===== src/rtl/multicycle_ctrl_pkg.sv =====
// Shared definitions for the multi-cycle control FSM: state encodings, opcodes
// and the datapath select encodings also consumed by the ALU decoder.
package mc_ctrl_defs;

    localparam int STATE_W = 4;

    typedef enum logic [STATE_W-1:0] {
        S_FETCH     = 4'd0,
        S_DECODE    = 4'd1,
        S_MEM_ADDR  = 4'd2,
        S_MEM_READ  = 4'd3,
        S_MEM_WB    = 4'd4,
        S_MEM_WRITE = 4'd5,
        S_R_EXEC    = 4'd6,
        S_R_WB      = 4'd7,
        S_I_EXEC    = 4'd8,
        S_I_WB      = 4'd9,
        S_BRANCH    = 4'd10,
        S_JUMP      = 4'd11,
        S_TRAP      = 4'd12
    } state_t;

    localparam logic [5:0] OP_R    = 6'b000000;
    localparam logic [5:0] OP_LW   = 6'b100011;
    localparam logic [5:0] OP_SW   = 6'b101011;
    localparam logic [5:0] OP_BEQ  = 6'b000100;
    localparam logic [5:0] OP_J    = 6'b000010;
    localparam logic [5:0] OP_ADDI = 6'b001000;

    localparam logic [1:0] ALU_OP_ADD   = 2'b00;
    localparam logic [1:0] ALU_OP_SUB   = 2'b01;
    localparam logic [1:0] ALU_OP_FUNCT = 2'b10;

    localparam logic [1:0] PC_SRC_ALU    = 2'b00;
    localparam logic [1:0] PC_SRC_ALUOUT = 2'b01;
    localparam logic [1:0] PC_SRC_JUMP   = 2'b10;

    localparam logic [1:0] ALU_SRC_B_REG    = 2'b00;
    localparam logic [1:0] ALU_SRC_B_FOUR   = 2'b01;
    localparam logic [1:0] ALU_SRC_B_IMM    = 2'b10;
    localparam logic [1:0] ALU_SRC_B_IMM_SH = 2'b11;

    // Dispatch target out of DECODE; anything unrecognised lands in TRAP.
    function automatic state_t decode_next(input logic [5:0] op);
        case (op)
            OP_LW, OP_SW: return S_MEM_ADDR;
            OP_R:         return S_R_EXEC;
            OP_ADDI:      return S_I_EXEC;
            OP_BEQ:       return S_BRANCH;
            OP_J:         return S_JUMP;
            default:      return S_TRAP;
        endcase
    endfunction

endpackage


===== src/rtl/mc_ctrl_outdec.sv =====
// Combinational state-to-control decode for the multi-cycle datapath; the
// mem_ready/alu_zero terms give the Mealy write enables in FETCH and BRANCH.
module mc_ctrl_outdec
    import mc_ctrl_defs::*;
(
    input  logic               rst,
    input  logic [STATE_W-1:0] state,
    input  logic               mem_ready,
    input  logic               alu_zero,
    output logic               mem_req,
    output logic               mem_we,
    output logic               iord,
    output logic               ir_we,
    output logic               pc_we,
    output logic [1:0]         pc_src,
    output logic               reg_we,
    output logic               reg_dst,
    output logic               mem_to_reg,
    output logic               alu_src_a,
    output logic [1:0]         alu_src_b,
    output logic [1:0]         alu_op
);

    always_comb begin
        // NOTE: every output gets a default before the case so no path through
        // the block leaves a value unassigned, which would infer a latch.
        mem_req    = 1'b0;
        mem_we     = 1'b0;
        iord       = 1'b0;
        ir_we      = 1'b0;
        pc_we      = 1'b0;
        pc_src     = PC_SRC_ALU;
        reg_we     = 1'b0;
        reg_dst    = 1'b0;
        mem_to_reg = 1'b0;
        alu_src_a  = 1'b0;
        alu_src_b  = ALU_SRC_B_REG;
        alu_op     = ALU_OP_ADD;

        if (!rst) begin
            case (state_t'(state))
                S_FETCH: begin
                    mem_req   = 1'b1;
                    alu_src_b = ALU_SRC_B_FOUR;
                    ir_we     = mem_ready;
                    pc_we     = mem_ready;
                end
                S_DECODE: begin
                    alu_src_b = ALU_SRC_B_IMM_SH;
                end
                S_MEM_ADDR, S_I_EXEC: begin
                    alu_src_a = 1'b1;
                    alu_src_b = ALU_SRC_B_IMM;
                end
                S_MEM_READ: begin
                    mem_req = 1'b1;
                    iord    = 1'b1;
                end
                S_MEM_WB: begin
                    reg_we     = 1'b1;
                    mem_to_reg = 1'b1;
                end
                S_MEM_WRITE: begin
                    mem_req = 1'b1;
                    iord    = 1'b1;
                    mem_we  = 1'b1;
                end
                S_R_EXEC: begin
                    alu_src_a = 1'b1;
                    alu_op    = ALU_OP_FUNCT;
                end
                S_R_WB: begin
                    reg_we  = 1'b1;
                    reg_dst = 1'b1;
                end
                S_I_WB: begin
                    reg_we = 1'b1;
                end
                S_BRANCH: begin
                    alu_src_a = 1'b1;
                    alu_op    = ALU_OP_SUB;
                    pc_src    = PC_SRC_ALUOUT;
                    pc_we     = alu_zero;
                end
                S_JUMP: begin
                    pc_src = PC_SRC_JUMP;
                    pc_we  = 1'b1;
                end
                default: ;
            endcase
        end
    end

endmodule


===== src/rtl/multicycle_ctrl.sv =====
// Multi-cycle datapath controller: state register, next-state logic, sticky
// illegal-opcode trap and retired-instruction counter.
module multicycle_ctrl
    import mc_ctrl_defs::*;
#(
    parameter int CNT_W = 32
) (
    input  logic             clk,
    input  logic             rst,
    input  logic [5:0]       opcode,
    input  logic             alu_zero,
    input  logic             mem_ready,
    output logic             mem_req,
    output logic             mem_we,
    output logic             iord,
    output logic             ir_we,
    output logic             pc_we,
    output logic [1:0]       pc_src,
    output logic             reg_we,
    output logic             reg_dst,
    output logic             mem_to_reg,
    output logic             alu_src_a,
    output logic [1:0]       alu_src_b,
    output logic [1:0]       alu_op,
    output logic             illegal,
    output logic [CNT_W-1:0] retired
);

    localparam logic [CNT_W-1:0] CNT_ONE = {{(CNT_W-1){1'b0}}, 1'b1};

    state_t           state;
    logic             is_store;
    logic             illegal_q;
    logic [CNT_W-1:0] retired_q;
    state_t           dec_target;

    assign dec_target = decode_next(opcode);

    always_ff @(posedge clk) begin
        // NOTE: sequential state uses non-blocking assignments so every
        // register samples pre-edge values regardless of statement order.
        if (rst) begin
            state     <= S_FETCH;
            is_store  <= 1'b0;
            illegal_q <= 1'b0;
            retired_q <= '0;
        end else begin
            case (state)
                S_FETCH: if (mem_ready) state <= S_DECODE;
                S_DECODE: begin
                    // Load vs store is latched here; opcode is not trusted later.
                    state    <= dec_target;
                    is_store <= (opcode == OP_SW);
                    if (dec_target == S_TRAP) illegal_q <= 1'b1;
                end
                S_MEM_ADDR: state <= is_store ? S_MEM_WRITE : S_MEM_READ;
                S_MEM_READ: if (mem_ready) state <= S_MEM_WB;
                S_MEM_WRITE: begin
                    if (mem_ready) begin
                        state     <= S_FETCH;
                        retired_q <= retired_q + CNT_ONE;
                    end
                end
                S_R_EXEC: state <= S_R_WB;
                S_I_EXEC: state <= S_I_WB;
                S_MEM_WB, S_R_WB, S_I_WB, S_BRANCH, S_JUMP: begin
                    state     <= S_FETCH;
                    retired_q <= retired_q + CNT_ONE;
                end
                S_TRAP: state <= S_TRAP;
                default: state <= S_FETCH;
            endcase
        end
    end

    mc_ctrl_outdec u_outdec (
        .rst        (rst),
        .state      (state),
        .mem_ready  (mem_ready),
        .alu_zero   (alu_zero),
        .mem_req    (mem_req),
        .mem_we     (mem_we),
        .iord       (iord),
        .ir_we      (ir_we),
        .pc_we      (pc_we),
        .pc_src     (pc_src),
        .reg_we     (reg_we),
        .reg_dst    (reg_dst),
        .mem_to_reg (mem_to_reg),
        .alu_src_a  (alu_src_a),
        .alu_src_b  (alu_src_b),
        .alu_op     (alu_op)
    );

    // Reset forces every output low, including the registered status outputs.
    assign illegal = illegal_q & ~rst;
    assign retired = rst ? '0 : retired_q;

endmodule


===== config.mk =====
export PLATFORM = sky130hd
export DESIGN_NAME = multicycle_ctrl
export DESIGN_NICKNAME = d
export VERILOG_FILES = /design/src/rtl/multicycle_ctrl_pkg.sv /design/src/rtl/mc_ctrl_outdec.sv /design/src/rtl/multicycle_ctrl.sv
export SDC_FILE = /design/constraint.sdc
export NUM_CORES = 1
export LEC_CHECK = 0
export CORE_ASPECT_RATIO = 0.5
export CORE_MARGIN = 3
export CORE_UTILIZATION = 40
export CTS_CLUSTER_DIAMETER = 40
export DETAILED_ROUTE_END_ITERATION = 8
export PLACE_DENSITY = 0.77
export SYNTH_ARGS = -nofsm -noshare
export SYNTH_HDL_FRONTEND = slang
export SYNTH_SLANG_ARGS = --single-unit

===== constraint.sdc =====
create_clock -name clk -period 5.3 [get_ports clk]
set_clock_uncertainty 0.15 [all_clocks]
set_input_delay 1.325 -clock clk [delete_from_list [all_inputs] [get_ports clk]]
set_output_delay 1.325 -clock clk [all_outputs]
set_load 0.05 [all_outputs]

==> results of run 1 <==
## registers in the layout, indices dropped and copies added, names as in the netlist
register and flops:
illegal_q 1, is_store 1, retired_q 32, state 4
## layout make-up
class	instances	area [µm²]	share of cell area [%]
Multi-Input combinational cell	237	1400	46.4
Sequential cell	38	761	25.2
Timing Repair Buffer	59	593	19.7
Clock buffer	6	139	4.61
Tap cell	70	87.6	2.90
Inverter	6	22.5	0.747
Clock inverter	2	12.5	0.415
## per-layer routing
layer | up-vias | share of wire (%)
met3 | 5 | 5.6
li1 | 1155 | -
met1 | 1048 | 45
met2 | 71 | 49
met5 | - | 0
met4 | 0 | 0.83
## cell usage in the layout, fill, tap and decap left out, drive strengths merged, types with 10 or more instances in the layout
cell            n
nor2b          34
or3            16
a21oi          22
dfxtp          38
xnor2          15
nor2           32
clkdlybuf4s50  56
nand3          10
nor3           12
o21ai          17
nand2          22
## logic make-up (layout without fill, tap and decap cells)
group / count (synthesis) / in the layout / share of synthesized area [%]
compound gates: 57 / 57 / 14.8
xor+xnor: 17 / 17 / 6.56
buf+inv: 24 / 73 / 4.74
flops: 38 / 38 / 33.5
simple gates: 160 / 160 / 38.9
fa+ha+maj: 1 / 1 / 0.551
mux: 2 / 2 / 0.883
## per-stage QoR
stage                     cell area (µm²)  std cells  worst slack (ns)
after CTS                            3020        418             0.829
after floorplan                      2270        299             0.648
after global placement               2860        410             0.836
final                                3020        418             0.824
after detailed placement             2860        410             0.830
after global routing                 3020        418             0.726
## how the worst max path moves through the flow
stage	startpoint	endpoint	slack, ns	depth (start not counted)
after global routing	mem_ready	pc_we	0.73	4
after global placement	mem_ready	pc_we	0.84	4
after detailed placement	mem_ready	pc_we	0.83	4
final	mem_ready	pc_we	0.82	4
after floorplan	rst	iord	0.65	2
after CTS	mem_ready	pc_we	0.83	4
## tightest hold or removal path: cells and delay by family (launching register included)
| family | cells | cell delay [ns] |
|---|---|---|
| AND/OR/NAND/NOR | 1 | 0.07 |
| AO/OA/AOI/OAI | 1 | 0.04 |
| flip-flops | 1 | 0.32 |
## power by group through the flow
stage	sequential (mW)	combinational, mW	clock (mW)
2_1_floorplan	0.300	0.0747	0
3_3_place_gp	0.307	0.0986	0
3_5_place_dp	0.307	0.101	0
4_1_cts	0.301	0.101	0.308
5_1_grt	0.302	0.109	0.319
6_report	0.301	0.101	0.298
==> results_dict.tcl, run 1 <==
set metrics [dict create \
    status "finished clean" \
    timing.hold.worst_path_depth 2 \
    netlist_instances 299 \
    finalCoreUtilization_pct 58.0 \
    synth_enable_flop_cells 0 \
    cap_violations 0 \
    critical_path.top_delay_family "buffers and inverters" \
    antennaDiodeCount 0 \
    peakVddDrop_mv 0.139 \
    grt_setup_unrepaired "false" \
    timing_hold_violations_final 0 \
    mappedNetlistNets 310 \
    grt_max_degree 74 \
    final_min_period_over_clock_period_pct 84.4 \
    power.density_cell_area_nw_per_um2 232 \
    synth_largest_type_area_fraction_pct 33.5 \
    timing.reg2reg.setup_slack_ns 2.34 \
    data_arrival_time_at_the_worst_slack_endpoint_ns 3.00 \
    die_w_um 113 \
    cts_max_path_buffers 2 \
    critical_path_required_ns 3.83 \
    syn-cell-area_um2 2270 \
    synth_seq_area_share_pct 33.5 \
    clock-root-buffer "clkbuf_16" \
    timing.critical_path.to_type "output port" \
    grt_overflow 0 \
    weighted_congestion_reported_at_the_end_of_routability_driven_placement 0.840 \
    synth-seq-cells 38 \
    cts_post_setup_buffers_inserted 0 \
    critical_path.n_buffers_inverters 2 \
    power.net_switching_mw 0.187 \
    worst-slew-pin-transition_ns 0.599 \
    worst_path_max_delay_cell "clkdlybuf4s50_1" \
    setup_viol_count_final 0 \
    cp_common_cell "clkdlybuf4s50_1" \
    groute.usage.overall_pct 16.2 \
    area_delta_synth_final_pct 32.9 \
    die_height_um 59.3 \
    groute.layer.met1.usage_pct 19.4 \
    most_frequent_cell_after_synthesis "dfxtp_1" \
    final.min_clock_period_ns 4.48 \
    clkSinkCount 38 \
    cts.hold.buffers_added 0 \
    fmax_mhz 223 \
    synth_area_leaders "dfxtp_1 (34%), nor2b_1 (9.1%), xnor2_1 (5.8%)" \
    cts_buffers 5 \
    average_size_of_a_mapped_cell_um2 7.59 \
    timing.hold.worst.start "illegal_q" \
    path_cells "clkdlybuf4s50_1 -> nand3_1 -> a21oi_1 -> clkdlybuf4s50_1" \
    synthTopCellsByCount "dfxtp_1 (38), nor2b_1 (33), nor2_1 (32)" \
    regToRegStartpoint "state[1]" \
    port-buffer-count 57 \
    finalMaxSlewViolations 0 \
    drcViolationCount 0 \
    globalRoute.busiestLayer "met2" \
    met2_usage_pct 29.6 \
    lkg_pwr_nw 0.966 \
    tritoncts "done" \
    worst_case_hold_path_end_point "illegal_q" \
    switching_share_pct 26.7 \
    rows 18 \
    htreeDepth 2 \
    number_of_nets_in_the_finished_design 358 \
    first_pass_iters 5 \
    effective_utilization_at_floorplan_pct 43.6 \
    clk-insertion-delay-late_ns 0.28 \
    report.power.total_mw 0.700 \
    vias_per_cell 5.45 \
    grt_antenna_before_repair 0 \
    criticalPathCategory "in -> out" \
    cts_resized 0 \
    hold-worst-slack_ns 0.328 \
    synth-async-reset-ratio_pct 0 \
    hp-class "reg -> reg" \
    path_max_fanout 6 \
    dp_wirelength_um 3870 \
    cp-start-kind "primary input" \
    grt_pass1_vias 2019 \
    max_slew_margin_pct 59.8 \
    synth.distinct_cells 41 \
    synth-main-ff-cell "dfxtp_1" \
    cellInternalPower_mw 0.513 \
    crit_path_max_incr_delay_ns 0.81 \
    r2r-end "retired_q[31]" \
    top_level_ports 58 \
    grt_first_pass_wirelength_um 8870 \
    path_clk_slew_ns 0.05 \
    fin_setup_tns_ns 0 \
    synth.yosys.warnings 0 \
    vias 2279 \
    worstRegToRegCells 6 \
    drtAntennaViolNets 0 \
    synth.largest_area_cell "dfxtp_1" \
    detail_route.wirelength_um 5510 \
    drt-wirelength-per-cell_um 13.2 \
    pwr-share-comb_pct 14.4 \
    die-area_um2 6670 \
    detailed_route_iter0_violations 94 \
    p_seq_share_pct 43.0 \
    clockPowerShare_pct 42.6 \
    nFillCells 474 \
    global_route.usage.met3_pct 3.36 \
    fraction_of_final_layout_cells_with_drive_strength_greater_than_1_pct 4.02 \
    core_area_um2 5200 \
]
Note: power is estimated with default switching activity, not from simulation.
==> run 2: changes to the inputs <==
Settings changed: PLACE_DENSITY 0.77 to 0.8.
Clock period 5.3 ns to 3.95 ns, I/O delays scaled along.
==> results_dict.tcl, run 2 (synthesis gave the netlist of run 1 again) <==
set metrics [dict create \
    area_delta_synth_final_pct 34.4 \
    final_min_period_over_clock_period_pct 90.7 \
    grt_max_degree 61 \
    core_area_um2 5200 \
    die-area_um2 6670 \
    path_max_fanout 16 \
    cts_post_setup_buffers_inserted 0 \
    port-buffer-count 57 \
    finalMaxSlewViolations 0 \
    grt_antenna_before_repair 0 \
    vias_per_cell 5.54 \
    weighted_congestion_reported_at_the_end_of_routability_driven_placement 0.861 \
    grt_setup_unrepaired "false" \
    tritoncts "done" \
    groute.usage.overall_pct 18.1 \
    criticalPathCategory "in -> out" \
    clk-insertion-delay-late_ns 0.28 \
    top_regs "retired_q (32), state (4)" \
    cts_buffers 5 \
    timing_hold_violations_final 0 \
    setup_viol_count_final 0 \
    die_w_um 113 \
    drtAntennaViolNets 0 \
    max_slew_margin_pct 62.9 \
    critical_path_required_ns 2.81 \
    most_frequent_cells_in_the_layout "clkdlybuf4s50_1 (45), dfxtp_1 (38), nor2b_1 (33), nor2_1 (32)" \
    effective_utilization_at_floorplan_pct 43.6 \
    fraction_of_final_layout_cells_with_drive_strength_greater_than_1_pct 7.74 \
    clkSinkCount 38 \
    hp-class "reg -> reg" \
    status "finished clean" \
    placed_cell_area_um2 2850 \
    power.density_cell_area_nw_per_um2 351 \
    final_cell_area_um2 3050 \
    grt_pass1_vias 2160 \
    top_level_ports 58 \
    detail_route.wirelength_um 6070 \
    clock-root-buffer "clkbuf_16" \
    registers.top_by_ff_count "retired_q" \
    largest_register_ff_count 32 \
    final.min_clock_period_ns 3.58 \
    cts.hold.buffers_added 0 \
    grt_first_pass_wirelength_um 9910 \
    dp_wirelength_um 4270 \
    first_pass_iters 4 \
    vias 2322 \
    die_height_um 59.3 \
    antennaDiodeCount 0 \
    worst-slew-pin-transition_ns 0.553 \
    cap_violations 0 \
    data_arrival_time_at_the_worst_slack_endpoint_ns 2.44 \
    grt_overflow 0 \
    cts_max_path_buffers 2 \
    fin_setup_tns_ns 0 \
    drt-wirelength-per-cell_um 14.5 \
    rows 18 \
    cts_resized 0 \
    path_clk_slew_ns 0.05 \
    fmax_mhz 279 \
    htreeDepth 2 \
    detailed_route_iter0_violations 86 \
    lkg_pwr_nw 1.02 \
    number_of_nets_in_the_finished_design 359 \
    drcViolationCount 0 \
    commonest_non_fill_non_tap_cell_in_the_layout "clkdlybuf4s50_1" \
    peakVddDrop_mv 0.242 \
    cp-start-kind "primary input" \
    timing.critical_path.to_type "output port" \
]
-- run 2: changes by cell type in the layout (fill, tap and decap cells not counted) --
cell / before / now
clkdlybuf4s50_1: 56 / 45
clkinvlp_4: 1 / 0
clkinv_2: 1 / 0
buf_4: 1 / 13
nor4b_1: 6 / 5
nor4b_2: 0 / 1
bufinv_16: 0 / 2
-- run 2: stage by stage --
step	hold WS (ns)	utilization [%]	instances	total power, mW	setup slack, ns
2_1_floorplan	0.279	-	299	0.504	0.342
3_3_place_gp	0.308	54.8	411	0.543	0.410
3_5_place_dp	0.312	54.8	411	0.547	0.355
4_1_cts	0.323	58.6	419	1.07	0.383
5_1_grt	0.355	58.6	419	1.10	0.284
6_report	0.327	58.6	419	1.07	0.369
-- run 2: power by group --
part           switching, mW  internal, mW  total (mW)  leakage [nW]
clock                  0.150         0.379       0.529        0.0971
sequential            0.0152         0.389       0.404         0.307
combinational         0.0868        0.0489       0.136         0.612
-- run 2: layout make-up --
| type | count | area [µm²] |
|---|---|---|
| fill | 447 | 2150 |
| multi-input combinational | 237 | 1410 |
| sequential | 38 | 761 |
| timing repair buffer | 60 | 573 |
| clock buffer | 6 | 139 |
| tap | 70 | 87.6 |
| clock inverter | 2 | 60.1 |
| inverter | 6 | 22.5 |
-- run 2: worst paths after layout --
path / start / to / slack (ns) / cells past startpoint
setup / recovery: rst / mem_we / 0.37 / 4
hold / removal: illegal_q / illegal_q / 0.33 / 2
setup reg to reg: state[1] / retired_q[31] / 1.17 / 5
hold reg to reg: illegal_q / illegal_q / 0.33 / 2
-- run 2: per-layer routing --
layer | vias to the layer above | part of all wire (%) | global-route usage (%)
met5 | - | 0 | 0
met4 | 0 | 0.76 | 5.31
met3 | 5 | 3.9 | 3.36
met2 | 57 | 51 | 34.1
met1 | 1109 | 45 | 21.5
li1 | 1151 | - | -
-- run 2: worst max-delay path: stages --
cell             delay, ns
buf_2                 0.20
nand3b_1              0.21
nor3_1                0.20
clkdlybuf4s50_1       0.84
